[config.mk]
export PLATFORM = sky130hd
export DESIGN_NAME = dmem_ctrl_flat
export DESIGN_NICKNAME = d
export VERILOG_FILES = /design/src/rtl/dmem_ctrl_pkg.sv /design/src/rtl/dmem_ctrl_if.sv /design/src/rtl/dmem_rr_arb.sv /design/src/rtl/dmem_ctrl.sv /design/src/flat_wrapper.sv
export SDC_FILE = /design/constraint.sdc
export NUM_CORES = 1
export LEC_CHECK = 0
export CAP_MARGIN = 10
export CELL_PAD_IN_SITES_DETAIL_PLACEMENT = 1
export CELL_PAD_IN_SITES_GLOBAL_PLACEMENT = 1
export CORE_ASPECT_RATIO = 2
export CORE_MARGIN = 10
export CORE_UTILIZATION = 35
export CTS_BUF_LIST = sky130_fd_sc_hd__clkbuf_4 sky130_fd_sc_hd__clkbuf_8
export CTS_CLUSTER_DIAMETER = 150
export CTS_CLUSTER_SIZE = 16
export DETAILED_ROUTE_END_ITERATION = 12
export PLACE_DENSITY_LB_ADDON = 0.1
export SKIP_LAST_GASP = 1
export SLEW_MARGIN = 20
export SYNTH_ARGS = -nofsm -noshare
export SYNTH_HDL_FRONTEND = slang
export SYNTH_SLANG_ARGS = --single-unit
[constraint.sdc]
create_clock -name clk -period 7.9 [get_ports clk]
set_input_delay 1.58 -clock clk [delete_from_list [all_inputs] [get_ports clk]]
set_output_delay 1.58 -clock clk [all_outputs]
set_load 0.03 [all_outputs]
[src/rtl/dmem_ctrl_pkg.sv]
// Shared types and constants for the two-requester data-memory controller.
// Latency: n/a (declarations only).
// Backpressure: n/a.
package dmem_ctrl_pkg;

    localparam int CPU_WIDTH = 32;

    typedef enum logic [1:0] {
        ST_IDLE   = 2'd0,
        ST_ACCESS = 2'd1,
        ST_WRITE  = 2'd2,
        ST_RESP   = 2'd3
    } state_t;

    localparam logic [1:0] SIZE_BYTE = 2'd0;
    localparam logic [1:0] SIZE_HALF = 2'd1;
    localparam logic [1:0] SIZE_WORD = 2'd2;

    typedef struct packed {
        logic                 wen;
        logic [CPU_WIDTH-1:0] addr;
        logic [CPU_WIDTH-1:0] wdata;
        logic [1:0]           size;
        logic                 uns;
    } req_t;

    // True when the access can never be issued: reserved size or a
    // half/word that is not naturally aligned.
    function automatic logic req_bad(input logic [1:0] size, input logic [1:0] lsb);
        case (size)
            SIZE_BYTE: return 1'b0;
            SIZE_HALF: return lsb[0];
            SIZE_WORD: return lsb != 2'b00;
            default:   return 1'b1;
        endcase
    endfunction

endpackage

[src/rtl/dmem_ctrl_if.sv]
// Requester and memory-side signal bundle for dmem_ctrl.
// Latency: n/a (wiring only).
// Backpressure: mN_req_ready holds requests off; responses cannot be stalled.
// master = requesters plus memory model, slave = the controller.
interface dmem_ctrl_if;
    import dmem_ctrl_pkg::*;

    logic                 m0_req_valid, m0_req_ready, m0_req_wen, m0_req_uns;
    logic [CPU_WIDTH-1:0] m0_req_addr, m0_req_wdata;
    logic [1:0]           m0_req_size;
    logic                 m0_rsp_valid, m0_rsp_err;
    logic [CPU_WIDTH-1:0] m0_rsp_rdata;

    logic                 m1_req_valid, m1_req_ready, m1_req_wen, m1_req_uns;
    logic [CPU_WIDTH-1:0] m1_req_addr, m1_req_wdata;
    logic [1:0]           m1_req_size;
    logic                 m1_rsp_valid, m1_rsp_err;
    logic [CPU_WIDTH-1:0] m1_rsp_rdata;

    logic                 mem_wen, mem_ren;
    logic [CPU_WIDTH-1:0] mem_addr, mem_wdata, mem_rdata;

    modport master (
        output m0_req_valid, m0_req_wen, m0_req_uns, m0_req_addr, m0_req_wdata, m0_req_size,
        output m1_req_valid, m1_req_wen, m1_req_uns, m1_req_addr, m1_req_wdata, m1_req_size,
        input  m0_req_ready, m0_rsp_valid, m0_rsp_err, m0_rsp_rdata,
        input  m1_req_ready, m1_rsp_valid, m1_rsp_err, m1_rsp_rdata,
        input  mem_wen, mem_ren, mem_addr, mem_wdata,
        output mem_rdata
    );

    modport slave (
        input  m0_req_valid, m0_req_wen, m0_req_uns, m0_req_addr, m0_req_wdata, m0_req_size,
        input  m1_req_valid, m1_req_wen, m1_req_uns, m1_req_addr, m1_req_wdata, m1_req_size,
        output m0_req_ready, m0_rsp_valid, m0_rsp_err, m0_rsp_rdata,
        output m1_req_ready, m1_rsp_valid, m1_rsp_err, m1_rsp_rdata,
        output mem_wen, mem_ren, mem_addr, mem_wdata,
        input  mem_rdata
    );

endinterface

[src/rtl/dmem_rr_arb.sv]
// Two-way round-robin grant; on a tie the requester not granted last wins.
// Latency: combinational grant; pointer updates on the accept edge only.
// Backpressure: none of its own; accept gates the pointer update.
// Ports: req[1:0] in, accept in, gnt_vld/gnt_id out.
module dmem_rr_arb (
    input  logic       clk,
    input  logic       rst,
    input  logic [1:0] req,
    input  logic       accept,
    output logic       gnt_vld,
    output logic       gnt_id
);

    logic last;

    always_comb begin
        gnt_vld = |req;
        gnt_id  = 1'b0;
        if (req == 2'b11) begin
            gnt_id = ~last;
        end else if (req[1]) begin
            gnt_id = 1'b1;
        end
    end

    // Reset to 1 so requester 0 wins the first tie.
    always_ff @(posedge clk or posedge rst) begin
        if (rst) begin
            last <= 1'b1;
        end else if (accept) begin
            last <= gnt_id;
        end
    end

endmodule

[src/rtl/dmem_ctrl.sv]
// Data-memory controller: two requesters share one word-wide memory port.
// Latency from accept: load / word store 2 cycles, byte/half store 3, bad access 1.
// Backpressure: ready only in IDLE for the granted requester; responses are single-cycle pulses.
// Ports: clk, rst (async, active-high), bus (dmem_ctrl_if.slave) carrying both requesters and the memory.
module dmem_ctrl
    import dmem_ctrl_pkg::*;
(
    input  logic        clk,
    input  logic        rst,
    dmem_ctrl_if.slave  bus
);

    state_t               state, state_nxt;
    req_t                 r_req, in_req;
    logic                 r_id, r_err;
    logic [CPU_WIDTH-1:0] r_data;
    logic                 gnt_vld, gnt_id, accept, in_bad;
    logic [7:0]           ld_byte;
    logic [15:0]          ld_half;
    logic [CPU_WIDTH-1:0] ld_val, merged;

    dmem_rr_arb u_arb (
        .clk     (clk),
        .rst     (rst),
        .req     ({bus.m1_req_valid, bus.m0_req_valid}),
        .accept  (accept),
        .gnt_vld (gnt_vld),
        .gnt_id  (gnt_id)
    );

    assign accept = (state == ST_IDLE) && gnt_vld;

    always_comb begin
        if (gnt_id) begin
            in_req = {bus.m1_req_wen, bus.m1_req_addr, bus.m1_req_wdata, bus.m1_req_size, bus.m1_req_uns};
        end else begin
            in_req = {bus.m0_req_wen, bus.m0_req_addr, bus.m0_req_wdata, bus.m0_req_size, bus.m0_req_uns};
        end
        in_bad = req_bad(in_req.size, in_req.addr[1:0]);
    end

    // Lane extract for loads and read-modify-write merge for sub-word stores.
    always_comb begin
        ld_byte = bus.mem_rdata[{r_req.addr[1:0], 3'b000} +: 8];
        ld_half = r_req.addr[1] ? bus.mem_rdata[31:16] : bus.mem_rdata[15:0];
        case (r_req.size)
            SIZE_BYTE: ld_val = r_req.uns ? {24'd0, ld_byte} : {{24{ld_byte[7]}}, ld_byte};
            SIZE_HALF: ld_val = r_req.uns ? {16'd0, ld_half} : {{16{ld_half[15]}}, ld_half};
            default:   ld_val = bus.mem_rdata;
        endcase
        merged = bus.mem_rdata;
        if (r_req.size == SIZE_BYTE) begin
            merged[{r_req.addr[1:0], 3'b000} +: 8] = r_req.wdata[7:0];
        end else begin
            merged[{r_req.addr[1], 4'b0000} +: 16] = r_req.wdata[15:0];
        end
    end

    always_ff @(posedge clk or posedge rst) begin
        if (rst) begin
            state <= ST_IDLE;
        end else begin
            state <= state_nxt;
        end
    end

    always_comb begin
        state_nxt        = state;
        bus.m0_req_ready = 1'b0;
        bus.m1_req_ready = 1'b0;
        bus.mem_ren      = 1'b0;
        bus.mem_wen      = 1'b0;
        bus.mem_addr     = {r_req.addr[31:2], 2'b00};
        bus.mem_wdata    = (state == ST_WRITE) ? r_data : r_req.wdata;
        bus.m0_rsp_valid = (state == ST_RESP) && !r_id;
        bus.m1_rsp_valid = (state == ST_RESP) && r_id;
        unique case (state)
            ST_IDLE: begin
                bus.m0_req_ready = gnt_vld && !gnt_id;
                bus.m1_req_ready = gnt_vld && gnt_id;
                if (accept) begin
                    state_nxt = in_bad ? ST_RESP : ST_ACCESS;
                end
            end
            ST_ACCESS: begin
                bus.mem_ren = 1'b1;
                bus.mem_wen = r_req.wen && (r_req.size == SIZE_WORD);
                state_nxt   = (r_req.wen && r_req.size != SIZE_WORD) ? ST_WRITE : ST_RESP;
            end
            ST_WRITE: begin
                bus.mem_wen = 1'b1;
                state_nxt   = ST_RESP;
            end
            ST_RESP: begin
                state_nxt = ST_IDLE;
            end
            default: state_nxt = ST_IDLE;
        endcase
        // Stores and rejected accesses return zero data.
        bus.m0_rsp_rdata = (bus.m0_rsp_valid && !r_req.wen && !r_err) ? r_data : '0;
        bus.m1_rsp_rdata = (bus.m1_rsp_valid && !r_req.wen && !r_err) ? r_data : '0;
        bus.m0_rsp_err   = bus.m0_rsp_valid && r_err;
        bus.m1_rsp_err   = bus.m1_rsp_valid && r_err;
    end

    // r_data holds the extended load result or, for stores, the merged word.
    always_ff @(posedge clk or posedge rst) begin
        if (rst) begin
            r_req  <= '0;
            r_id   <= 1'b0;
            r_err  <= 1'b0;
            r_data <= '0;
        end else begin
            if (accept) begin
                r_req <= in_req;
                r_id  <= gnt_id;
                r_err <= in_bad;
            end
            if (state == ST_ACCESS) begin
                r_data <= r_req.wen ? merged : ld_val;
            end
        end
    end

endmodule
[src/flat_wrapper.sv]
// flat-port wrapper written by rule: the top's interface ports become plain ports
module dmem_ctrl_flat import dmem_ctrl_pkg::*;
  (clk, rst, bus_m0_req_valid, bus_m0_req_wen, bus_m0_req_uns, bus_m0_req_addr, bus_m0_req_wdata, bus_m0_req_size, bus_m1_req_valid, bus_m1_req_wen, bus_m1_req_uns, bus_m1_req_addr, bus_m1_req_wdata, bus_m1_req_size, bus_m0_req_ready, bus_m0_rsp_valid, bus_m0_rsp_err, bus_m0_rsp_rdata, bus_m1_req_ready, bus_m1_rsp_valid, bus_m1_rsp_err, bus_m1_rsp_rdata, bus_mem_wen, bus_mem_ren, bus_mem_addr, bus_mem_wdata, bus_mem_rdata);
  dmem_ctrl_if bus_i ();
  input  logic clk;
  input  logic rst;
  input wire logic [$bits(bus_i.m0_req_valid)-1:0] bus_m0_req_valid;
  input wire logic [$bits(bus_i.m0_req_wen)-1:0] bus_m0_req_wen;
  input wire logic [$bits(bus_i.m0_req_uns)-1:0] bus_m0_req_uns;
  input wire logic [$bits(bus_i.m0_req_addr)-1:0] bus_m0_req_addr;
  input wire logic [$bits(bus_i.m0_req_wdata)-1:0] bus_m0_req_wdata;
  input wire logic [$bits(bus_i.m0_req_size)-1:0] bus_m0_req_size;
  input wire logic [$bits(bus_i.m1_req_valid)-1:0] bus_m1_req_valid;
  input wire logic [$bits(bus_i.m1_req_wen)-1:0] bus_m1_req_wen;
  input wire logic [$bits(bus_i.m1_req_uns)-1:0] bus_m1_req_uns;
  input wire logic [$bits(bus_i.m1_req_addr)-1:0] bus_m1_req_addr;
  input wire logic [$bits(bus_i.m1_req_wdata)-1:0] bus_m1_req_wdata;
  input wire logic [$bits(bus_i.m1_req_size)-1:0] bus_m1_req_size;
  output wire logic [$bits(bus_i.m0_req_ready)-1:0] bus_m0_req_ready;
  output wire logic [$bits(bus_i.m0_rsp_valid)-1:0] bus_m0_rsp_valid;
  output wire logic [$bits(bus_i.m0_rsp_err)-1:0] bus_m0_rsp_err;
  output wire logic [$bits(bus_i.m0_rsp_rdata)-1:0] bus_m0_rsp_rdata;
  output wire logic [$bits(bus_i.m1_req_ready)-1:0] bus_m1_req_ready;
  output wire logic [$bits(bus_i.m1_rsp_valid)-1:0] bus_m1_rsp_valid;
  output wire logic [$bits(bus_i.m1_rsp_err)-1:0] bus_m1_rsp_err;
  output wire logic [$bits(bus_i.m1_rsp_rdata)-1:0] bus_m1_rsp_rdata;
  output wire logic [$bits(bus_i.mem_wen)-1:0] bus_mem_wen;
  output wire logic [$bits(bus_i.mem_ren)-1:0] bus_mem_ren;
  output wire logic [$bits(bus_i.mem_addr)-1:0] bus_mem_addr;
  output wire logic [$bits(bus_i.mem_wdata)-1:0] bus_mem_wdata;
  input wire logic [$bits(bus_i.mem_rdata)-1:0] bus_mem_rdata;
  assign bus_i.m0_req_valid = bus_m0_req_valid;
  assign bus_i.m0_req_wen = bus_m0_req_wen;
  assign bus_i.m0_req_uns = bus_m0_req_uns;
  assign bus_i.m0_req_addr = bus_m0_req_addr;
  assign bus_i.m0_req_wdata = bus_m0_req_wdata;
  assign bus_i.m0_req_size = bus_m0_req_size;
  assign bus_i.m1_req_valid = bus_m1_req_valid;
  assign bus_i.m1_req_wen = bus_m1_req_wen;
  assign bus_i.m1_req_uns = bus_m1_req_uns;
  assign bus_i.m1_req_addr = bus_m1_req_addr;
  assign bus_i.m1_req_wdata = bus_m1_req_wdata;
  assign bus_i.m1_req_size = bus_m1_req_size;
  assign bus_m0_req_ready = bus_i.m0_req_ready;
  assign bus_m0_rsp_valid = bus_i.m0_rsp_valid;
  assign bus_m0_rsp_err = bus_i.m0_rsp_err;
  assign bus_m0_rsp_rdata = bus_i.m0_rsp_rdata;
  assign bus_m1_req_ready = bus_i.m1_req_ready;
  assign bus_m1_rsp_valid = bus_i.m1_rsp_valid;
  assign bus_m1_rsp_err = bus_i.m1_rsp_err;
  assign bus_m1_rsp_rdata = bus_i.m1_rsp_rdata;
  assign bus_mem_wen = bus_i.mem_wen;
  assign bus_mem_ren = bus_i.mem_ren;
  assign bus_mem_addr = bus_i.mem_addr;
  assign bus_mem_wdata = bus_i.mem_wdata;
  assign bus_i.mem_rdata = bus_mem_rdata;
  dmem_ctrl u_core (.clk(clk), .rst(rst), .bus(bus_i));
endmodule
==> results.tsv, run 1 <==
stage	metric	value	unit
finish	seq_area	0.00263	mm^2
logic_synthesis	synth_area_per_cell	9.32	um^2
sta	setup_viol	0	
finish	multi_input_comb_area	0.00410	mm^2
finish	area_growth	44.6	%
clock_network	cts_buffer_depth	2	
placement	place_congestion	0.909	
routing	vias	6888	
finish	nNetsFinal	1190	
worst_setup_path	path_buf_inv	3	
logic_synthesis	ys_seq_area_share	36.4	%
clock_network	clkSlewWorstSetupHoldPaths	0.10	ns
power_and_ir_drop	p_sw	0.00208	W
finish	final_util	51.3	%
clock_network	holdBufCountCts	0	
routing	first_pass_iters	5	
floorplan	ios	308	
routing	drc	0	
power_and_ir_drop	p_int	0.00210	W
logic_synthesis	yosysTopAreaCell	dfrtp_1	
floorplan	die_h	223	um
finish	antennaDiodeCount	0	
power_and_ir_drop	p_leak	4.23	nW
routing	ant_nets	0	
logic_synthesis	async_flop_share	100	%
clock_network	cts_tree	built	
floorplan	core_area	0.0204	mm^2
floorplan	dieArea	0.0271	mm^2
sta	fmax	191	MHz
global_routing	grt_first_pass_wirelength	44.5	mm
worst_setup_path	cp_common_cell	clkdlybuf4s50_1	
logic_synthesis	synth_area	0.00722	mm^2
logic_synthesis	syn_inst	775	
logic_synthesis	synth_top_area_share	36.0	%
floorplan	start_util	35.4	%
global_routing	grt_remaining_overflow	0	
clock_network	numCtsBuffers	9	
worst_setup_path	worstPathRequired	6.32	ns
logic_synthesis	ys_ff_latch	105	
clock_network	cts.repair.resized	0	
worst_setup_path	crit_chain	clkdlybuf4s50_1 -> a21boi_4 -> buf_4 -> and2_1 -> clkdlybuf4s50_1	
logic_synthesis	yosysWarnings	0	
worst_setup_path	crit_path_end_kind	output pin	
worst_setup_path	arrival	3.65	ns
sta	worst_pin_slew	0.989	ns
worst_hold_path	hp-class	flip-flop to flip-flop	
power_and_ir_drop	combPwrFrac	63.4	%
sta	rsz0062_at_grt	false	
finish	nFillCells	2323	
power_and_ir_drop	pwr-share-clk	9.2	%
sta	report.final.hold_viol_count	0	
routing	wl_per_cell	23.3	um
sta	drv_slew	0	
clock_network	clk_latency	0.40	ns
worst_setup_path	critPathTopFamily	buffers and inverters	
power_and_ir_drop	pwr-share-seq	27.4	%
power_and_ir_drop	vdd_drop_max	0.173	mV
routing	routed_via_density	5.38	
global_routing	grt_start_max_net_pins	116	
worst_setup_path	cpPeakStageDelay	0.70	ns
clock_network	htree_num_levels	3	
run_status	status	finished clean	
global_routing	grt_pass1_vias	7534	
run	maxCapViolCount	0	
finish	drive_gt1_share	9.17	%
routing	drtIter0Drc	296	
sta	min_period	5.23	ns
clock_network	clock-sinks	105	
floorplan	die_x	122	um
sta	relSlewSlack	34.1	%
floorplan	rows	74	
worst_setup_path	path_class	input port to output pin	
worst_setup_path	worstPathMaxFanout	26	
logic_synthesis	synthFlopType	dfrtp_1	
power_and_ir_drop	swShare	49.8	%
worst_setup_path	cpMaxStageDelayCell	clkdlybuf4s50_1	
worst_setup_path	setup.worst_path.start_class	input port	
sta	fin_crit_sh	66.2	%
logic_synthesis	synth_cell_types	57	
placement	io_buffer_count	305	
clock_network	root_buffer	clkbuf_8	
sta	skew	0.0184	ns
logic_synthesis	synth_area_leaders	dfrtp_1 36%, mux2i_1 12%, mux2_2 6.1%	
global_routing	antenna_found_initial	0	
power_and_ir_drop	p_per_area	400	mW/mm^2
placement	dp.final_hpwl	23.7	mm
global_routing	grtUsageTotal	21.5	%
sta	tns	0	ns
logic_synthesis	synth-edff-count	0	
clock_network	post_cts_buffers	0	
routing	wirelength	29.8	mm
==> cells in the final DEF, fill, tap and decap left out, types with 7 or more instances in the layout <==
cell,synthesis,routed
o21ai_0,72,72
a21o_1,10,10
o31ai_1,7,7
nand2b_1,20,20
mux2i_1,85,85
a21oi_1,11,11
a221oi_1,24,24
dfrtp_1,104,104
o22ai_1,10,10
nor2_1,34,34
a2111oi_0,7,7
mux2_2,39,39
and2_1,68,68
nor2b_1,19,19
a221o_1,7,7
ha_1,9,7
clkdlybuf4s50_1,0,305
a311oi_1,7,7
clkbuf_8,0,9
a211oi_1,8,8
nor3_1,11,11
nand2_1,73,72
buf_4,34,9
a2111oi_2,8,8
==> metrics by stage <==
stage                     hold WS [ns]  total power [W]  setup slack [ns]  cell area [um^2]  instances
final                            0.488          0.00418              2.67             10400       1280
after global routing             0.516          0.00446              2.57             10400       1280
after CTS                        0.497          0.00423              2.65             10400       1280
after detailed placement         0.471          0.00383              2.66             10200       1264
after global placement           0.458          0.00377              2.67             10200       1264
after floorplan                  0.446          0.00285              3.56              7220        776
==> synth_stat cells, types with 8 or more instances <==
master and n:
nand2_1 73, ha_1 9, buf_4 34, a2111oi_2 8, a211oi_1 8, nor2b_1 19, dfrtp_1 104, and2_1 68
nand2b_1 20, a21o_1 10, nor2_1 34, buf_2 14, o21ai_0 72, nor3_1 11, clkbuf_1 38, mux2i_1 85
mux2_2 39, o22ai_1 10, a21oi_1 11, a221oi_1 24
==> cells by family (layout without fill, tap and decap cells) <==
group	count (synthesis)	in the layout	synth area share [%]
AND/OR/NAND/NOR	243	243	17.8
adder cells (fa/ha/maj)	9	9	1.56
multiplexers	124	124	17.9
other	1	2	0.0519
AO/OA/AOI/OAI	192	192	18.9
buffers and inverters	101	339	7.38
flip-flops	105	105	36.4
==> final timing paths <==
| path | slack, ns | start | cells after the start | end |
|---|---|---|---|---|
| worst max-delay path | 2.67 | bus_m1_req_valid | 5 | bus_m1_req_ready |
| worst min register to register | 0.49 | u_core.r_req[21]$_DFFE_PP0P_ | 2 | u_core.r_req[21]$_DFFE_PP0P_ |
| min in group asynchronous | 1.55 | rst | 2 | u_core.r_req[12]$_DFFE_PP0P_ |
| worst max register to register | 5.29 | u_core.state[1]$_DFFE_PP0P_ | 7 | u_core.r_data[20]$_DFFE_PP0P_ |
| max in group asynchronous | 5.02 | rst | 3 | u_core.r_req[25]$_DFFE_PP0P_ |
| worst min-delay path | 0.49 | u_core.r_req[21]$_DFFE_PP0P_ | 2 | u_core.r_req[21]$_DFFE_PP0P_ |
==> flip-flops by register name, indices dropped and copies added (netlist names) <==
register,cells
u_core.r_data,32
u_core.u_arb.last,1
u_core.state,2
u_core.bus.mem_addr,30
u_core.r_err,1
u_core.r_id,1
u_core.r_req,38
==> per-layer routing <==
layer | global-route usage (%) | up-vias | part of all wire [%]
li1 | - | 3218 | -
met1 | 20.0 | 3357 | 33
met2 | 41.6 | 256 | 56
met3 | 5.14 | 57 | 6.2
met4 | 10.1 | 0 | 4.2
met5 | 0 | - | 0
==> power by group through the flow <==
| stage | combinational (W) | clock [W] | sequential [W] |
|---|---|---|---|
| after floorplan | 0.00188 | 0 | 0.000977 |
| after global placement | 0.00264 | 0 | 0.00114 |
| after detailed placement | 0.00268 | 0 | 0.00115 |
| after CTS | 0.00269 | 0.000399 | 0.00114 |
| after global routing | 0.00286 | 0.000413 | 0.00118 |
| final | 0.00265 | 0.000386 | 0.00114 |
==> worst min-delay path, cell delays in order (launching register included) <==
cell and delay [ns]:
dfrtp_1 0.35, nand2_1 0.04, o21ai_0 0.06
==> cell type report <==
| class | instances | share of cell area, % |
|---|---|---|
| clock buffers | 11 | 1.33 |
| clock inverters | 5 | 0.767 |
| inverters | 9 | 0.348 |
| multi-input cells | 570 | 39.3 |
| flip-flops and latches | 105 | 25.2 |
| well taps | 266 | 3.19 |
| repair buffers | 314 | 29.9 |
Power figures use the tool's default switching activity.
==> run 2, diff against run 1 <==
--- a/config.mk
+++ b/config.mk
@@ -10,7 +10,7 @@
 export CELL_PAD_IN_SITES_GLOBAL_PLACEMENT = 1
 export CORE_ASPECT_RATIO = 2
 export CORE_MARGIN = 10
-export CORE_UTILIZATION = 35
+export CORE_UTILIZATION = 32
 export CTS_BUF_LIST = sky130_fd_sc_hd__clkbuf_4 sky130_fd_sc_hd__clkbuf_8
 export CTS_CLUSTER_DIAMETER = 150
 export CTS_CLUSTER_SIZE = 16
==> constraint.sdc (replaced) <==
create_clock -name clk -period 5.3 [get_ports clk]
set_input_delay 1.06 -clock clk [delete_from_list [all_inputs] [get_ports clk]]
set_output_delay 1.06 -clock clk [all_outputs]
set_load 0.03 [all_outputs]
==> run 2 against run 1 <==
Clock-buffer cell count is 1 higher. Die area rose by 8.2%. Sequential share of layout area down 0.14 points. First-iteration DRC count fell by 12%. Design area up 0.54%. Core utilization is 3.9 points lower. Largest cell class unchanged.
==> results.tsv, run 2 (synthesis gave the netlist of run 1 again) <==
stage	metric	value	unit	change
global_routing	grt_first_pass_wirelength	46.1	mm	was 44.5 mm
clock_network	clkSlewWorstSetupHoldPaths	0.10	ns	about the same
floorplan	die_h	232	um	was 223 um
global_routing	grt_start_max_net_pins	90		was 116
routing	ant_nets	0		unchanged
floorplan	die_x	126	um	was 122 um
worst_setup_path	r2r_cells	7		unchanged
placement	dp.final_hpwl	23.8	mm	was 23.7 mm
finish	layout_common_cells	305 x clkdlybuf4s50_1, 104 x dfrtp_1, 85 x mux2i_1		unchanged
placement	io_buffer_count	305		unchanged
worst_setup_path	cp_common_cell	and2_1		was clkdlybuf4s50_1
sta	drv_slew	0		unchanged
worst_setup_path	crit_path_end_kind	output pin		unchanged
clock_network	cts_tree	built		unchanged
finish	seq_area	0.00263	mm^2	unchanged
routing	wirelength	30.0	mm	was 29.8 mm
floorplan	core_area	0.0222	mm^2	was 0.0204 mm^2
power_and_ir_drop	vdd_drop_max	0.416	mV	was 0.173 mV
finish	max_flop_register	u_core.r_req		unchanged
clock_network	post_cts_buffers	0		unchanged
worst_setup_path	cpMaxStageDelayCell	nor3b_2		was clkdlybuf4s50_1
clock_network	holdBufCountCts	0		unchanged
floorplan	start_util	32.6	%	was 35.4%
routing	drc	0		unchanged
sta	fmax	243	MHz	
power_and_ir_drop	swShare	49.6	%	was 49.8%
worst_setup_path	path_buf_inv	2		was 3
finish	antennaDiodeCount	0		unchanged
clock_network	numCtsBuffers	9		unchanged
routing	wl_per_cell	23.2	um	was 23.3 um
sta	min_period	4.12	ns	
global_routing	grt_remaining_overflow	0		unchanged
placement	place_congestion	0.882		was 0.909
clock_network	htree_num_levels	3		unchanged
routing	vias	6853		was 6,888
worst_setup_path	worst-path-stages	6		was 5
finish	largest_register_ffs	38		unchanged
worst_setup_path	setup.worst_path.start_class	flip-flop		was input port
worst_setup_path	crit_chain	ha_1 -> and2_1 -> nor3b_2 -> buf_4 -> and2_1 -> clkdlybuf4s50_1		was clkdlybuf4s50_1 -> a21boi_4 -> buf_4 -> and2_1 -> clkdlybuf4s50_1
finish	multi_input_comb_area	0.00410	mm^2	about the same
finish	area_growth	45.4	%	was 44.6%
power_and_ir_drop	pwr-share-clk	9.6	%	was 9.2%
routing	routed_via_density	5.30		was 5.38
finish	nNetsFinal	1194		was 1,190
sta	fin_crit_sh	77.7	%	
finish	nFillCells	2541		was 2,323
power_and_ir_drop	pwr-share-seq	27.2	%	was 27.4%
routing	drtIter0Drc	260		was 296
floorplan	dieArea	0.0293	mm^2	was 0.0271 mm^2
clock_network	cts.repair.resized	0		unchanged
clock_network	root_buffer	clkbuf_8		unchanged
sta	tns	0	ns	unchanged
worst_setup_path	rrSetupSlack	2.61	ns	was 5.29 ns
power_and_ir_drop	p_sw	0.00311	W	was 0.00208 W
run	maxCapViolCount	0		unchanged
run_status	status	finished clean		unchanged
power_and_ir_drop	p_per_area	597	mW/mm^2	was 400 mW/mm^2
power_and_ir_drop	combPwrFrac	63.2	%	was 63.4%
sta	relSlewSlack	36.6	%	was 34.1%
sta	rsz0062_at_grt	false		unchanged
sta	worst_pin_slew	0.951	ns	was 0.989 ns
worst_setup_path	path_class	flip-flop to output pin		was input port to output pin
finish	finalNonFillerCells	1294		was 1,280
global_routing	grt_pass1_vias	7735		was 7,534
sta	report.final.hold_viol_count	0		unchanged
finish	final_common_cell	clkdlybuf4s50_1		unchanged
sta	skew	0.0127	ns	was 0.0184 ns
sta	setup_viol	0		unchanged
floorplan	ios	308		unchanged
worst_setup_path	worstPathMaxFanout	21		was 26
worst_setup_path	worstPathRequired	4.24	ns	was 6.32 ns
floorplan	rows	77		was 74
worst_setup_path	arrival	3.06	ns	was 3.65 ns
clock_network	cts_buffer_depth	2		unchanged
worst_setup_path	cpPeakStageDelay	0.69	ns	was 0.70 ns
global_routing	antenna_found_initial	0		unchanged
worst_setup_path	critPathTopFamily	buffers and inverters		unchanged
global_routing	grtUsageTotal	20.1	%	was 21.5%
finish	drive_gt1_share	9.43	%	was 9.17%
power_and_ir_drop	p_leak	4.26	nW	was 4.23 nW
clock_network	clk_latency	0.39	ns	was 0.40 ns
power_and_ir_drop	p_int	0.00316	W	was 0.00210 W
clock_network	clock-sinks	105		unchanged
worst_hold_path	hold_depth	2		unchanged
routing	first_pass_iters	4		was 5
placement	dp_cells	1278		was 1,264
worst_hold_path	hp-class	flip-flop to flip-flop		unchanged
-- run 2: cell types whose count changed in the layout (fill, tap and decap cells not counted) --
cell	before	now
buf_4	9	13
clkinv_2	1	0
clkbuf_4	2	1
clkinvlp_4	2	1
nand2_2	1	0
nand2_1	72	73
clkinv_4	0	1
clkbuf_8	9	11
-- run 2: worst paths after layout --
kind | from | to
min | u_core.bus.mem_addr[28]$_DFFE_PP0P_ | u_core.bus.mem_addr[28]$_DFFE_PP0P_
max in group asynchronous | rst | u_core.r_req[4]$_DFFE_PP0P_
max reg2reg | u_core.state[1]$_DFFE_PP0P_ | u_core.r_data[23]$_DFFE_PP0P_
max | u_core.state[0]$_DFFE_PP0P_ | bus_m1_rsp_rdata[6]
min in group asynchronous | rst | u_core.bus.mem_addr[15]$_DFFE_PP0P_
min reg2reg | u_core.bus.mem_addr[28]$_DFFE_PP0P_ | u_core.bus.mem_addr[28]$_DFFE_PP0P_
-- run 2: layout make-up --
type	count	share of cell area (%)
Multi-Input combinational cell	570	39.1
Timing Repair Buffer	318	30.0
Sequential cell	105	25.0
Tap cell	276	3.29
Clock buffer	12	1.51
Clock inverter	4	0.727
Inverter	9	0.346
-- run 2: power groups by stage --
stage / Combinational, W / Sequential [W] / Clock, W
after floorplan: 0.00280 / 0.00146 / 0
after global placement: 0.00396 / 0.00171 / 0
after detailed placement: 0.00401 / 0.00173 / 0
after CTS: 0.00402 / 0.00171 / 0.000624
after global routing: 0.00429 / 0.00177 / 0.000653
final: 0.00396 / 0.00171 / 0.000602
-- run 2: metrics by stage --
step / utilization [%] / total power, W / setup WS (ns) / instance area [um^2] / hold slack (ns)
finish: 47.4 / 0.00627 / 1.18 / 10500 / 0.486
global route: 47.4 / 0.00672 / 0.935 / 10500 / 0.521
CTS: 47.4 / 0.00636 / 1.07 / 10500 / 0.495
detailed placement: 46.3 / 0.00574 / 1.29 / 10300 / 0.470
global placement: 46.3 / 0.00567 / 1.31 / 10300 / 0.460
floorplan: - / 0.00425 / 1.48 / 7220 / 0.446
-- run 2: worst reg2reg max path: stages, from the launching register on --
cell and delay (ns):
dfrtp_1 0.42, inv_1 0.12, ha_2 0.19, buf_4 0.52, nor2b_1 0.26, nand2_1 0.29, nor3_4 0.63, a2111oi_2 0.12
-- run 2: per-layer routing --
metal / global-route usage [%] / vias up / routed length, um
li1: - / 3233 / -
met1: 19.5 / 3340 / 10300
met2: 38.2 / 233 / 16700
met3: 5.74 / 47 / 1910
met4: 8.58 / 0 / 1150
met5: 0 / - / 0
